### src/rtl/ppu_pkg.sv
// Shared definitions for the PPU CPU-side register engine: register indices, FSM states, palette mirroring.
// The DMA states exist only when PPU_OAM_DMA_EN is defined.
package ppu_pkg;

  typedef enum logic [2:0] {
    REG_CTRL    = 3'd0,
    REG_MASK    = 3'd1,
    REG_STATUS  = 3'd2,
    REG_OAMADDR = 3'd3,
    REG_OAMDATA = 3'd4,
    REG_SCROLL  = 3'd5,
    REG_ADDR    = 3'd6,
    REG_DATA    = 3'd7
  } reg_idx_t;

`ifdef PPU_OAM_DMA_EN
  typedef enum logic [2:0] {
    ST_IDLE,
    ST_VRD,
    ST_DMA_ALIGN,
    ST_DMA_RD,
    ST_DMA_WR
  } state_t;
`else
  typedef enum logic [0:0] {
    ST_IDLE,
    ST_VRD
  } state_t;
`endif

  localparam int PAL_ENTRIES = 32;

  // Sprite backdrop slots $10/$14/$18/$1C share storage with $00/$04/$08/$0C.
  function automatic logic [4:0] pal_mirror(input logic [4:0] idx);
    pal_mirror = (idx[4] && (idx[1:0] == 2'b00)) ? {1'b0, idx[3:0]} : idx;
  endfunction

endpackage

### src/rtl/ppu_palette_ram.sv
// 32-entry palette store: one synchronous write port, two combinational read ports (CPU and PPU).
// Mirroring is applied on every port so callers pass raw 5-bit indices.
module ppu_palette_ram
  import ppu_pkg::*;
#(
  parameter int DATA_W = 8
) (
  input  logic              clk,
  input  logic              rst,
  input  logic              we,
  input  logic [4:0]        waddr,
  input  logic [DATA_W-1:0] wdata,
  input  logic [4:0]        raddr_a,
  output logic [DATA_W-1:0] rdata_a,
  input  logic [4:0]        raddr_b,
  output logic [DATA_W-1:0] rdata_b
);

  logic [DATA_W-1:0] mem [PAL_ENTRIES];

  always_ff @(posedge clk or posedge rst) begin
    if (rst) begin
      for (int i = 0; i < PAL_ENTRIES; i++) mem[i] <= '0;
    end else if (we) begin
      mem[pal_mirror(waddr)] <= wdata;
    end
  end

  assign rdata_a = mem[pal_mirror(raddr_a)];
  assign rdata_b = mem[pal_mirror(raddr_b)];

endmodule

### src/rtl/ppu_data_port.sv
// CPU-side PPU register engine: shared w latch, $2005/$2006/$2007, OAM pointer/data port.
// Optional $4014 OAM DMA engine built only when PPU_OAM_DMA_EN is defined.
module ppu_data_port
  import ppu_pkg::*;
#(
  parameter int ADDR_W    = 14,
  parameter int DATA_W    = 8,
  parameter int PAL_PAGE  = 'h3F,
  parameter int INC_ALT   = 32,
  parameter int OAM_DEPTH = 256
) (
  input  logic                         clk,
  input  logic                         rst,
  input  logic                         cpu_sel,
  input  logic [2:0]                   cpu_reg_sel,
  input  logic                         cpu_wr_en,
  input  logic                         cpu_rd_en,
  input  logic [DATA_W-1:0]            cpu_data_in,
  output logic [DATA_W-1:0]            cpu_data_out,
  input  logic                         status_read,
  input  logic                         inc_mode,
  output logic [DATA_W-1:0]            scroll_x,
  output logic [DATA_W-1:0]            scroll_y,
  output logic [ADDR_W-1:0]            vram_addr,
  output logic                         vram_wr_en,
  output logic                         vram_rd_en,
  output logic [DATA_W-1:0]            vram_wr_data,
  input  logic [DATA_W-1:0]            vram_rd_data,
  input  logic [4:0]                   ppu_pal_idx,
  output logic [DATA_W-1:0]            ppu_pal_data,
  output logic [$clog2(OAM_DEPTH)-1:0] oam_addr,
  output logic                         oam_wr_en,
  output logic [DATA_W-1:0]            oam_wr_data,
  input  logic                         dma_start,
  output logic [15:0]                  dma_addr,
  output logic                         dma_rd_en,
  input  logic [DATA_W-1:0]            dma_rd_data,
  output logic                         cpu_halt
);

  localparam int OAM_AW = $clog2(OAM_DEPTH);
  localparam int HI_W   = ADDR_W - 8;

  state_t            state, state_nx;
  logic              w;
  logic              w_eff;
  logic [HI_W-1:0]   addr_hi;
  logic [DATA_W-1:0] rd_buf;
  logic [DATA_W-1:0] pal_cpu_data;
  logic [ADDR_W-1:0] vram_step;
  logic              acc_ok, wr, rd, stat_rd;
  logic              wr_data, rd_data, wr_toggle;
  logic              is_pal, pal_we;

  assign acc_ok    = cpu_sel & ~cpu_halt;
  // A simultaneous write takes the cycle; the read is dropped.
  assign wr        = acc_ok & cpu_wr_en;
  assign rd        = acc_ok & cpu_rd_en & ~cpu_wr_en;
  assign stat_rd   = status_read & ~cpu_halt;
  assign wr_data   = wr & (cpu_reg_sel == REG_DATA);
  assign rd_data   = rd & (cpu_reg_sel == REG_DATA);
  assign wr_toggle = wr & ((cpu_reg_sel == REG_SCROLL) | (cpu_reg_sel == REG_ADDR));
  assign w_eff     = w & ~stat_rd;
  assign is_pal    = (vram_addr[ADDR_W-1:8] == PAL_PAGE[HI_W-1:0]);
  assign vram_step = inc_mode ? ADDR_W'(INC_ALT) : ADDR_W'(1);

`ifdef PPU_OAM_DMA_EN
  logic [7:0] dma_page;
  logic [7:0] dma_n;
  logic       dma_go;

  assign dma_go    = dma_start & ~cpu_halt;
  assign cpu_halt  = (state == ST_DMA_ALIGN) | (state == ST_DMA_RD) | (state == ST_DMA_WR);
  assign dma_rd_en = (state == ST_DMA_RD);
  assign dma_addr  = cpu_halt ? {dma_page, dma_n} : 16'h0000;

  always_ff @(posedge clk or posedge rst) begin
    if (rst) begin
      dma_page <= '0;
      dma_n    <= '0;
    end else if (dma_go) begin
      dma_page <= cpu_data_in[7:0];
      dma_n    <= '0;
    end else if (state == ST_DMA_WR) begin
      dma_n <= dma_n + 8'd1;
    end
  end
`else
  logic unused_dma;

  assign unused_dma = ^{dma_start, dma_rd_data};
  assign cpu_halt   = 1'b0;
  assign dma_rd_en  = 1'b0;
  assign dma_addr   = 16'h0000;
`endif

  always_ff @(posedge clk or posedge rst) begin
    if (rst) state <= ST_IDLE;
    else     state <= state_nx;
  end

  always_comb begin
    state_nx     = state;
    vram_wr_en   = 1'b0;
    vram_rd_en   = 1'b0;
    vram_wr_data = '0;
    pal_we       = 1'b0;
    oam_wr_en    = 1'b0;
    oam_wr_data  = '0;

    if (wr_data) begin
      if (is_pal) begin
        pal_we = 1'b1;
      end else begin
        vram_wr_en   = 1'b1;
        vram_wr_data = cpu_data_in;
      end
    end
    // Palette reads still fetch VRAM so the buffer tracks the address.
    if (rd_data) vram_rd_en = 1'b1;
    if (wr && (cpu_reg_sel == REG_OAMDATA)) begin
      oam_wr_en   = 1'b1;
      oam_wr_data = cpu_data_in;
    end

    case (state)
      ST_IDLE, ST_VRD: begin
        state_nx = rd_data ? ST_VRD : ST_IDLE;
`ifdef PPU_OAM_DMA_EN
        if (dma_go) state_nx = ST_DMA_ALIGN;
`endif
      end
`ifdef PPU_OAM_DMA_EN
      ST_DMA_ALIGN: state_nx = ST_DMA_RD;
      ST_DMA_RD:    state_nx = ST_DMA_WR;
      ST_DMA_WR: begin
        oam_wr_en   = 1'b1;
        oam_wr_data = dma_rd_data;
        state_nx    = (dma_n == 8'hFF) ? ST_IDLE : ST_DMA_RD;
      end
`endif
      default: state_nx = ST_IDLE;
    endcase
  end

  always_ff @(posedge clk or posedge rst) begin
    if (rst) begin
      w            <= 1'b0;
      addr_hi      <= '0;
      vram_addr    <= '0;
      scroll_x     <= '0;
      scroll_y     <= '0;
      rd_buf       <= '0;
      cpu_data_out <= '0;
      oam_addr     <= '0;
    end else begin
      w <= wr_toggle ? ~w_eff : w_eff;

      if (wr && (cpu_reg_sel == REG_SCROLL)) begin
        if (!w_eff) scroll_x <= cpu_data_in;
        else        scroll_y <= cpu_data_in;
      end

      if (wr && (cpu_reg_sel == REG_ADDR)) begin
        if (!w_eff) addr_hi   <= cpu_data_in[HI_W-1:0];
        else        vram_addr <= {addr_hi, cpu_data_in[7:0]};
      end else if (wr_data || rd_data) begin
        vram_addr <= vram_addr + vram_step;
      end

      if (state == ST_VRD) rd_buf <= vram_rd_data;

      // A read landing in the fill cycle takes the arriving byte, not the stale buffer.
      if (rd_data) begin
        if (is_pal)                cpu_data_out <= pal_cpu_data;
        else if (state == ST_VRD)  cpu_data_out <= vram_rd_data;
        else                       cpu_data_out <= rd_buf;
      end

      if (wr && (cpu_reg_sel == REG_OAMADDR)) oam_addr <= OAM_AW'(cpu_data_in);
      else if (oam_wr_en)                     oam_addr <= oam_addr + OAM_AW'(1);
    end
  end

  ppu_palette_ram #(
    .DATA_W (DATA_W)
  ) u_pal (
    .clk     (clk),
    .rst     (rst),
    .we      (pal_we),
    .waddr   (vram_addr[4:0]),
    .wdata   (cpu_data_in),
    .raddr_a (vram_addr[4:0]),
    .rdata_a (pal_cpu_data),
    .raddr_b (ppu_pal_idx),
    .rdata_b (ppu_pal_data)
  );

endmodule
### config.mk
export PLATFORM = sky130hd
export DESIGN_NAME = ppu_data_port
export DESIGN_NICKNAME = d
export VERILOG_FILES = /design/src/rtl/ppu_pkg.sv /design/src/rtl/ppu_palette_ram.sv /design/src/rtl/ppu_data_port.sv
export SDC_FILE = /design/constraint.sdc
export NUM_CORES = 1
export LEC_CHECK = 0
export CAP_MARGIN = 20
export CORE_UTILIZATION = 65
export CTS_BUF_LIST = sky130_fd_sc_hd__clkbuf_8
export DETAILED_ROUTE_END_ITERATION = 8
export DONT_BUFFER_PORTS = 1
export GPL_TIMING_DRIVEN = 0
export PLACE_DENSITY_LB_ADDON = 0.08
export REMOVE_ABC_BUFFERS = 1
export SYNTH_ARGS = -nofsm -noshare
export SYNTH_HDL_FRONTEND = slang
export SYNTH_SLANG_ARGS = --single-unit
### constraint.sdc
create_clock -name clk -period 12.4 [get_ports clk]
set_clock_uncertainty 0.05 [all_clocks]
set_input_delay 2.48 -clock clk [delete_from_list [all_inputs] [get_ports clk]]
set_output_delay 2.48 -clock clk [all_outputs]
set_load 0.005 [all_outputs]
# == Word-level counts from Yosys, hierarchy flattened ==
# Index checks and enable logic that the tools add are counted.
# totals
ff_bits,318
# op_classes
n_mux,29
eq_ne,7
add_sub_neg,2
n_bitwise,13
n_lt_le_gt_ge,3
n_reduce_logical,16
# op_table
operator,count
$bwmux W256,1
$mux W8,12
$bmux W8 S5,2
$mux W14,3
$demux W8 S5,1
$add A14 B6 Y14,1
$eq A3 B3 Y1 const B,4
$ge A6 B6 Y1 const B,2
$not A5 Y6,2
$mux W5,2
$add A8 B1 Y8 const B,1
$reduce_and A2 Y1,4
$and A1 B1 Y1,7
$logic_and A1 B1 Y1,7
$mux W1,7
$eq A6 B6 Y1 const B,1
$lt A6 B1 Y1 const B,1
$mux W6,1
$logic_not A2 Y1,2
$reduce_bool A2 Y1,2
$eq A3 B2 Y1 const B,1
$not A1 Y1,3
$ne A2 B2 Y1 const B,1
$logic_or A1 B1 Y1,1
$or A1 B1 Y1,1

# == Depth between registers and ports, before layout ==
# Gate-level depths: netlist of run 1.
# logic_depth
ltp_word,9
mapped_depth,9
mapped_depth_nobuf,8

# == By module ==
# A second synthesis of run 1 with hierarchy kept.
# hier_totals
hier_cells,1261
hier_area_um2,15712.6
# by_module_without_submodules
mod,n_inst,area_each_um2,cells_per_inst
ppu_palette_ram,1,12488.2,948
ppu_data_port,1,3224.3,313

# == Worst setup path before layout of run 1 ==
# Ideal clock, no wire load.
# synth_path
path_type,input to output
startpoint,input ppu_pal_idx[0]
endpoint,output ppu_pal_data[0]
setup_slack_ns,5.710
stages,5
required_time_ns,9.870
arrival_ns,4.160
path_buffers,1
cell_sequence,buf_1 -> mux4_2 -> mux4_2 -> nand2_1 -> o21ai_0
# synth_via
elab_chain_len,7
# synth_rtl
element,line,text
"start, declared",ppu_data_port.sv:29,"input logic [4:0] ppu_pal_idx,"
$logic_not A2 Y1,ppu_pkg.sv:35,"pal_mirror = (idx[4] && (idx[1:0] == 2'b00)) ? {1'b0, idx[3:0]} : idx;"
$logic_and A1 B1 Y1,ppu_pkg.sv:35,
$mux W5 (*),ppu_pkg.sv:35,
$not A5 Y6 (not written as such) (*),ppu_palette_ram.sv:30,assign rdata_b = mem[pal_mirror(raddr_b)];
$bmux W8 S5 (*),ppu_palette_ram.sv:30,
$mux W8 (not written as such) (*) (2 in a row),ppu_palette_ram.sv:30,
"end, declared",ppu_data_port.sv:30,"output logic [DATA_W-1:0] ppu_pal_data,"
# Mark *: on every way between the ends. The rest lies on a longest branch, timed or not. The select of a mux whose other input is x is not followed.

# == Worst setup path after layout of run 1 ==
# layout_path
startpoint,input ppu_pal_idx[1]
endpoint,output ppu_pal_data[3]
# Same word-level chain as after synthesis.

==> results.ini, run 1 <==
[outcome]
status=complete, no violations

[placement]
hpwl_microns=26600
io_buffers=0
placed_area_sq_um=16500
place.gp.congestion=0.875

[timing]
period_share_pct=56.0
slew_headroom_pct=36.2
period_minus_slack_ns=6.94
final_max_slew_viol_count=0
finalHoldViolations=0
fmax_ghz=0.144
worstMarginPinSlew_ns=0.952
setup_violations=0
rsz0062_at_grt=no

[logic_synthesis]
ys_seq_area_share_pct=47.3
synthArstFlopShare_pct=100
synth-edff-count=0
syn_avg_cell_area_sq_um=12.9
synth_area_leader_cell=dfrtp_1
ys_seq_elements=310
synth_most_common_cell=dfrtp_1
yosysWarnings=0
netlist_top_cells_count=310 x dfrtp_1, 290 x mux2_2, 80 x clkbuf_1, 77 x mux4_2, 58 x nand2_1
ys_types=60
synthTopCellsByArea=dfrtp_1 47%, mux2_2 20%, mux4_2 11%
syn_inst=1274
synth_flop_cell=dfrtp_1
yosysTopAreaCellShare_pct=47.3
syn_area_sq_um=16400

[layout]
nets=1262
antenna_cells=0
fillerInstances=1708
fin_area_sq_um=17500
area_delta_synth_final_pct=6.79
drive_gt1_share_pct=39.3

[grt]
grt_use_met1_pct=48.5
busiest_layer=met2
grt_first_pass_wirelength_microns=66000
grt_max_degree=122
grt_use_met3_pct=9.50
antenna_found_initial=0
overflow=0
track_usage_pct=33.9
grt_pass1_vias=10900
use_met2_pct=50.3

[routing]
wirelength_microns=43000
wl_per_cell_microns=27.2
avgViaCountPerCell=6.95
drcViolationCount=0
vias=11000
drtAntennaViolNets=0
dr.pass1.iters=8
drtIter0Drc=1225

[floorplanning]
die_x_microns=161
coreArea_sq_um=24500
io_pins=131
rows=57
die_h_microns=161
initial_core_util_pct=66.9
dieArea_sq_um=25900

[clock_network]
clk_path_buf_depth=3
cts_resized=0
cts_tree=yes
clkLatencyLatePin_ns=0.58
htreeDepth=2
post_cts_buffers=0
cts_buffers=51
clkTransAtPathRegs_ns=0.06
cts_hold_buffers=0
clock_sinks=310
root_buffer=clkbuf_8

[critical_path]
crit_chain=clkinv_1 -> a211oi_1 -> a211oi_1 -> o31ai_1 -> o21ai_0
r2r_setup_slack_ns=9.07
crit_arrival_ns=4.41
crit_required_ns=9.87
cpLargestDelayFamily=compound AO/OA/AOI/OAI gates
rr_startpoint=vram_addr[1]$_DFFE_PP0P_
cpPeakStageDelay_ns=0.73
cp-start-kind=primary input
crit_path_frequent_cell=a211oi_1
reg2reg_depth=6
crit_path_end_kind=output pin
path_max_fanout=37
path_buf_inv=1
path_class=primary input to output pin
critPathSlowestCell=clkinv_1
reg2reg_to=cpu_data_out[3]$_DFFE_PP0P_

[min_path]
min_to=u_pal.mem[56]$_DFFE_PP0P_
min_path_cells=0
hold_class=flop to flop
min-delay-start=u_pal.mem[56]$_DFFE_PP0P_

[power_and_ir_drop]
power_frac_comb_pct=17.8
power.share.clock_pct=36.0
p_int_w=0.00172
peakVddDrop_uv=127
switching_power_w=0.000779
power_w=0.00250
swShare_pct=31.2
power.density_nw_per_um2=143
seqPwrFrac_pct=46.2
p_leak_nw=8.26

[run]
cap_violations=0

## metal layers
layer  vias to the layer above  part of all wire (%)
met2                       528                    45
met1                      5700                    42
met5                         -                     0
li1                       4660                     -
met3                        98                   9.7
met4                         0                   2.7
## stage by stage
step                hold slack [ns]  util (%)  cells  TNS [ns]  setup WS [ns]
finish                        0.323      71.4   1580         0           5.46
detailed placement            0.313      67.2   1489         0           5.54
global placement              0.311      66.3   1480   -647.32          -2.11
CTS                           0.325      71.4   1580         0           5.54
global route                  0.336      71.4   1580         0           5.32
floorplan                     0.299         -   1156         0           1.30
## how the worst max path moves through the flow
stage / slack (ns) / depth (start not counted) / startpoint / to
finish: 5.46 / 5 / ppu_pal_idx[1] / ppu_pal_data[3]
global route: 5.32 / 5 / ppu_pal_idx[1] / ppu_pal_data[3]
CTS: 5.54 / 5 / ppu_pal_idx[1] / ppu_pal_data[3]
detailed placement: 5.54 / 5 / ppu_pal_idx[1] / ppu_pal_data[1]
global placement: -2.11 / 1 / rst / u_pal.mem[56]$_DFFE_PP0P_
floorplan: 1.30 / 1 / rst / addr_hi[0]$_DFFE_PP0P_
## registers in the layout, summed over array words and instances, names as in the netlist
name	flops
u_pal.mem	248
vram_addr	14
cpu_data_out	8
oam_addr	8
rd_buf	8
scroll_x	8
scroll_y	8
addr_hi	6
state	1
w	1
## logic make-up after synthesis
logic type,after synthesis,synth area share (%)
muxes,395,32.2
DFF,310,47.3
buffers and inverters,148,4.06
AOI/OAI and AO/OA,179,7.82
adders and majority gates,4,0.305
other,1,0.0229
and+or+nand+nor,235,8.15
xor gates and xnor gates,2,0.107
## power by group through the flow
stage          logic, W  registers, W  clock network, W
2_1_floorplan  0.000267       0.00117                 0
3_3_place_gp   0.000352       0.00122                 0
3_5_place_dp   0.000433       0.00117                 0
4_1_cts        0.000436       0.00115          0.000908
5_1_grt        0.000467       0.00116          0.000953
6_report       0.000443       0.00115          0.000899
## area by class of cell
cell class,count,area [sq um],area share [%]
multi-input combinational,833,8060,46.0
sequential,310,7760,44.3
clock buffer,65,895,5.11
tap,324,405,2.31
timing repair buffer,9,198,1.13
clock inverter,26,135,0.771
inverter,13,56.3,0.321
## cells in the final DEF, fill, tap and decap left out, types with 11 or more instances in the layout
| cell type | instances |
|---|---|
| a21oi_1 | 25 |
| mux4_2 | 77 |
| o21ai_0 | 28 |
| nor3_1 | 28 |
| inv_1 | 26 |
| mux2i_1 | 21 |
| mux2_2 | 290 |
| nand3_1 | 37 |
| a22oi_1 | 12 |
| a221oi_1 | 33 |
| clkbuf_8 | 65 |
| and3_1 | 11 |
| nor2_1 | 30 |
| nand2_1 | 58 |
| nand2_2 | 22 |
| a211oi_1 | 21 |
| conb_1 | 18 |
| dfrtp_1 | 308 |
Power figures use the tool's default switching activity.
==> run 2, diff against run 1 <==
--- a/config.mk
+++ b/config.mk
@@ -5,6 +5,7 @@
 export SDC_FILE = /design/constraint.sdc
 export NUM_CORES = 1
 export LEC_CHECK = 0
+export ABC_AREA = 1
 export CAP_MARGIN = 20
 export CORE_UTILIZATION = 65
 export CTS_BUF_LIST = sky130_fd_sc_hd__clkbuf_8
==> constraint.sdc (replaced) <==
create_clock -name clk -period 6.79 [get_ports clk]
set_clock_uncertainty 0.05 [all_clocks]
set_input_delay 1.358 -clock clk [delete_from_list [all_inputs] [get_ports clk]]
set_output_delay 1.358 -clock clk [all_outputs]
set_load 0.005 [all_outputs]
==> results.ini, run 2 <==
[power_and_ir_drop]
power.share.clock_pct=36.0
swShare_pct=35.0
seqPwrFrac_pct=43.4
peakVddDrop_uv=200
switching_power_w=0.00174
power_frac_comb_pct=20.6
power.density_nw_per_um2=274
p_leak_nw=8.72
p_int_w=0.00323

[clock_network]
clk_path_buf_depth=3
clkTransAtPathRegs_ns=0.06
cts_hold_buffers=0
cts_buffers=54
cts_tree=yes
post_cts_buffers=0
clock_sinks=317
clkLatencyLatePin_ns=0.60
root_buffer=clkbuf_8
htreeDepth=2
cts_resized=0

[routing]
vias=16200
wl_per_cell_microns=19.9
drtAntennaViolNets=0
drtIter0Drc=2129
wirelength_microns=52100
drcViolationCount=0
dr.pass1.iters=6
avgViaCountPerCell=6.17

[layout]
largest_register_ffs=255
nets=2297
antenna_cells=0
area_delta_synth_final_pct=6.90
final_common_cell=nand2_1
reg_top3=u_pal.mem: 255 flops, vram_addr: 14 flops
fin_area_sq_um=18200
drive_gt1_share_pct=5.54
regMostFlops=u_pal.mem
instances_no_fill=2621
most-common-layout-cells=786 x nand2_1, 417 x o21ai_0, 315 x dfrtp_1
fillerInstances=2084

[min_path]
min-delay-start=u_pal.mem[89]$_DFFE_PP0P_
hold_class=flop to flop

[grt]
grt_pass1_vias=15300
overflow=0
antenna_found_initial=0
grt_max_degree=134
grt_first_pass_wirelength_microns=82000
track_usage_pct=39.6

[floorplanning]
initial_core_util_pct=66.9
dieArea_sq_um=26800
die_x_microns=164
io_pins=131
die_h_microns=164
coreArea_sq_um=25400
rows=58

[critical_path]
crit_chain=clkinv_4 -> a21oi_1 -> o21ai_0 -> o211ai_1 -> nand3_1 -> nand2_1 -> nand2_1 -> nand2_1
path_max_fanout=133
rr_startpoint=vram_addr[2]$_DFFE_PP0P_
crit_path_frequent_cell=nand2_1
reg2reg_to=u_pal.mem[202]$_DFFE_PP0P_
critPathSlowestCell=clkinv_4
cpPeakStageDelay_ns=0.64
reg2reg_depth=4
crit_required_ns=5.38
r2r_setup_slack_ns=2.66
crit_path_end=ppu_pal_data[7]
crit_path_end_kind=output pin
path_class=primary input to output pin
crit_arrival_ns=3.44
critPathLaunch=ppu_pal_idx[0]
cp-start-kind=primary input

[logic_synthesis]
synth.area.mux_share_pct=0.133
syn_inst=2366
syn_area_sq_um=17000
synthSimpleGateAreaFrac_pct=27.3
synth-compound-area-share_pct=17.2
synthTopCellsByArea=dfrtp_1 47%, nand2_1 17%, o21ai_0 12%
ys_seq_area_share_pct=46.7
synth_flop_cell=dfrtp_1
netlist_top_cells_count=786 x nand2_1, 418 x o21ai_0, 317 x dfrtp_1, 195 x nor2_1, 144 x clkbuf_1
synth_adder_area_share_pct=0.295
syn_avg_cell_area_sq_um=7.18
synthArstFlopShare_pct=100
ys_seq_elements=317
yosysWarnings=0
synth_most_common_cell=nand2_1
synth_area_leader_cell=dfrtp_1
synthXorXnorAreaFrac_pct=0.206
synth-edff-count=0
yosysTopAreaCellShare_pct=46.7
ys_types=34
synth_top_family_by_area=simple AND/OR/NAND/NOR gates

[timing]
fmax_ghz=0.206
period_minus_slack_ns=4.85
final_max_slew_viol_count=0
holdWs_ns=0.323
worstMarginPinSlew_ns=1.19
finalHoldViolations=0
period_share_pct=71.4
setup_violations=0
rsz0062_at_grt=no
tns_ns=0
worst_slack_ns=1.94
slew_headroom_pct=20.4

[placement]
pre_cts_slack_ns=2.09
io_buffers=0
hpwl_microns=31800
placed_cells=2525
placed_area_sq_um=17000
place.gp.congestion=0.933

[outcome]
status=complete, no violations

[run]
cap_violations=0

run 2: cell types whose count changed after synthesis, moves of 22 or more:
cell,before,now
o21ai_0,28,418
nand3_1,37,137
nor3_1,28,5
o211ai_1,1,28
a221oi_1,33,0
mux4_2,77,0
nand2_2,22,0
nor2_1,30,195
a21oi_1,25,57
nand2_1,58,786
inv_1,9,128
mux2_2,290,2
clkbuf_1,80,144
run 2: kinds of logic after synthesis:
kind of cell	count (synthesis)
xor+xnor	4
flops	317
other cells	1
fa+ha+maj	4
simple gates	1149
compound gates	553
mux	2
buf+inv	336
run 2: routing by layer:
layer,GRT usage (%),share of wire [%],up-vias
li1,-,-,7400
met1,53.6,39,7568
met2,60.2,45,990
met3,7.54,11,217
met4,21.5,5.3,0
met5,0,0,-
run 2: how the worst min path moves through the flow:
| stage | slack [ns] | cells after the start | to |
|---|---|---|---|
| 2_1_floorplan | 0.30 | 0 | u_pal.mem[120]$_DFFE_PP0P_ |
| 3_3_place_gp | 0.31 | 0 | u_pal.mem[127]$_DFFE_PP0P_ |
| 3_5_place_dp | 0.31 | 0 | u_pal.mem[26]$_DFFE_PP0P_ |
| 4_1_cts | 0.32 | 0 | u_pal.mem[26]$_DFFE_PP0P_ |
| 5_1_grt | 0.33 | 0 | u_pal.mem[26]$_DFFE_PP0P_ |
| 6_report | 0.32 | 0 | u_pal.mem[89]$_DFFE_PP0P_ |
run 2: metrics by stage:
stage               utilization [%]  total power (W)
floorplan                         -          0.00271
global route                   71.5          0.00515
detailed placement             66.9          0.00317
global placement               65.2          0.00308
finish                         71.5          0.00497
CTS                            71.4          0.00493
run 2: cell type report:
class | count | area (sq um) | area share, %
Sequential cell | 317 | 7940 | 43.7
Multi-Input combinational cell | 1730 | 7740 | 42.6
Clock buffer | 77 | 1060 | 5.84
Inverter | 130 | 502 | 2.76
Timing Repair Buffer | 20 | 430 | 2.37
Tap cell | 330 | 413 | 2.27
Clock inverter | 17 | 78.8 | 0.434
run 2: worst max-delay path: cells and delay by family:
kind | cells | cell delay (ns)
AOI/OAI and AO/OA | 3 | 0.71
buffers and inverters | 1 | 0.64
and+or+nand+nor | 4 | 0.63
run 2: power groups by stage:
stage	Clock [W]	Combinational [W]	Sequential, W
4_1_cts	0.00179	0.000988	0.00215
3_5_place_dp	0	0.000983	0.00219
3_3_place_gp	0	0.000807	0.00227
5_1_grt	0.00188	0.00110	0.00217
6_report	0.00179	0.00103	0.00216
2_1_floorplan	0	0.000552	0.00216
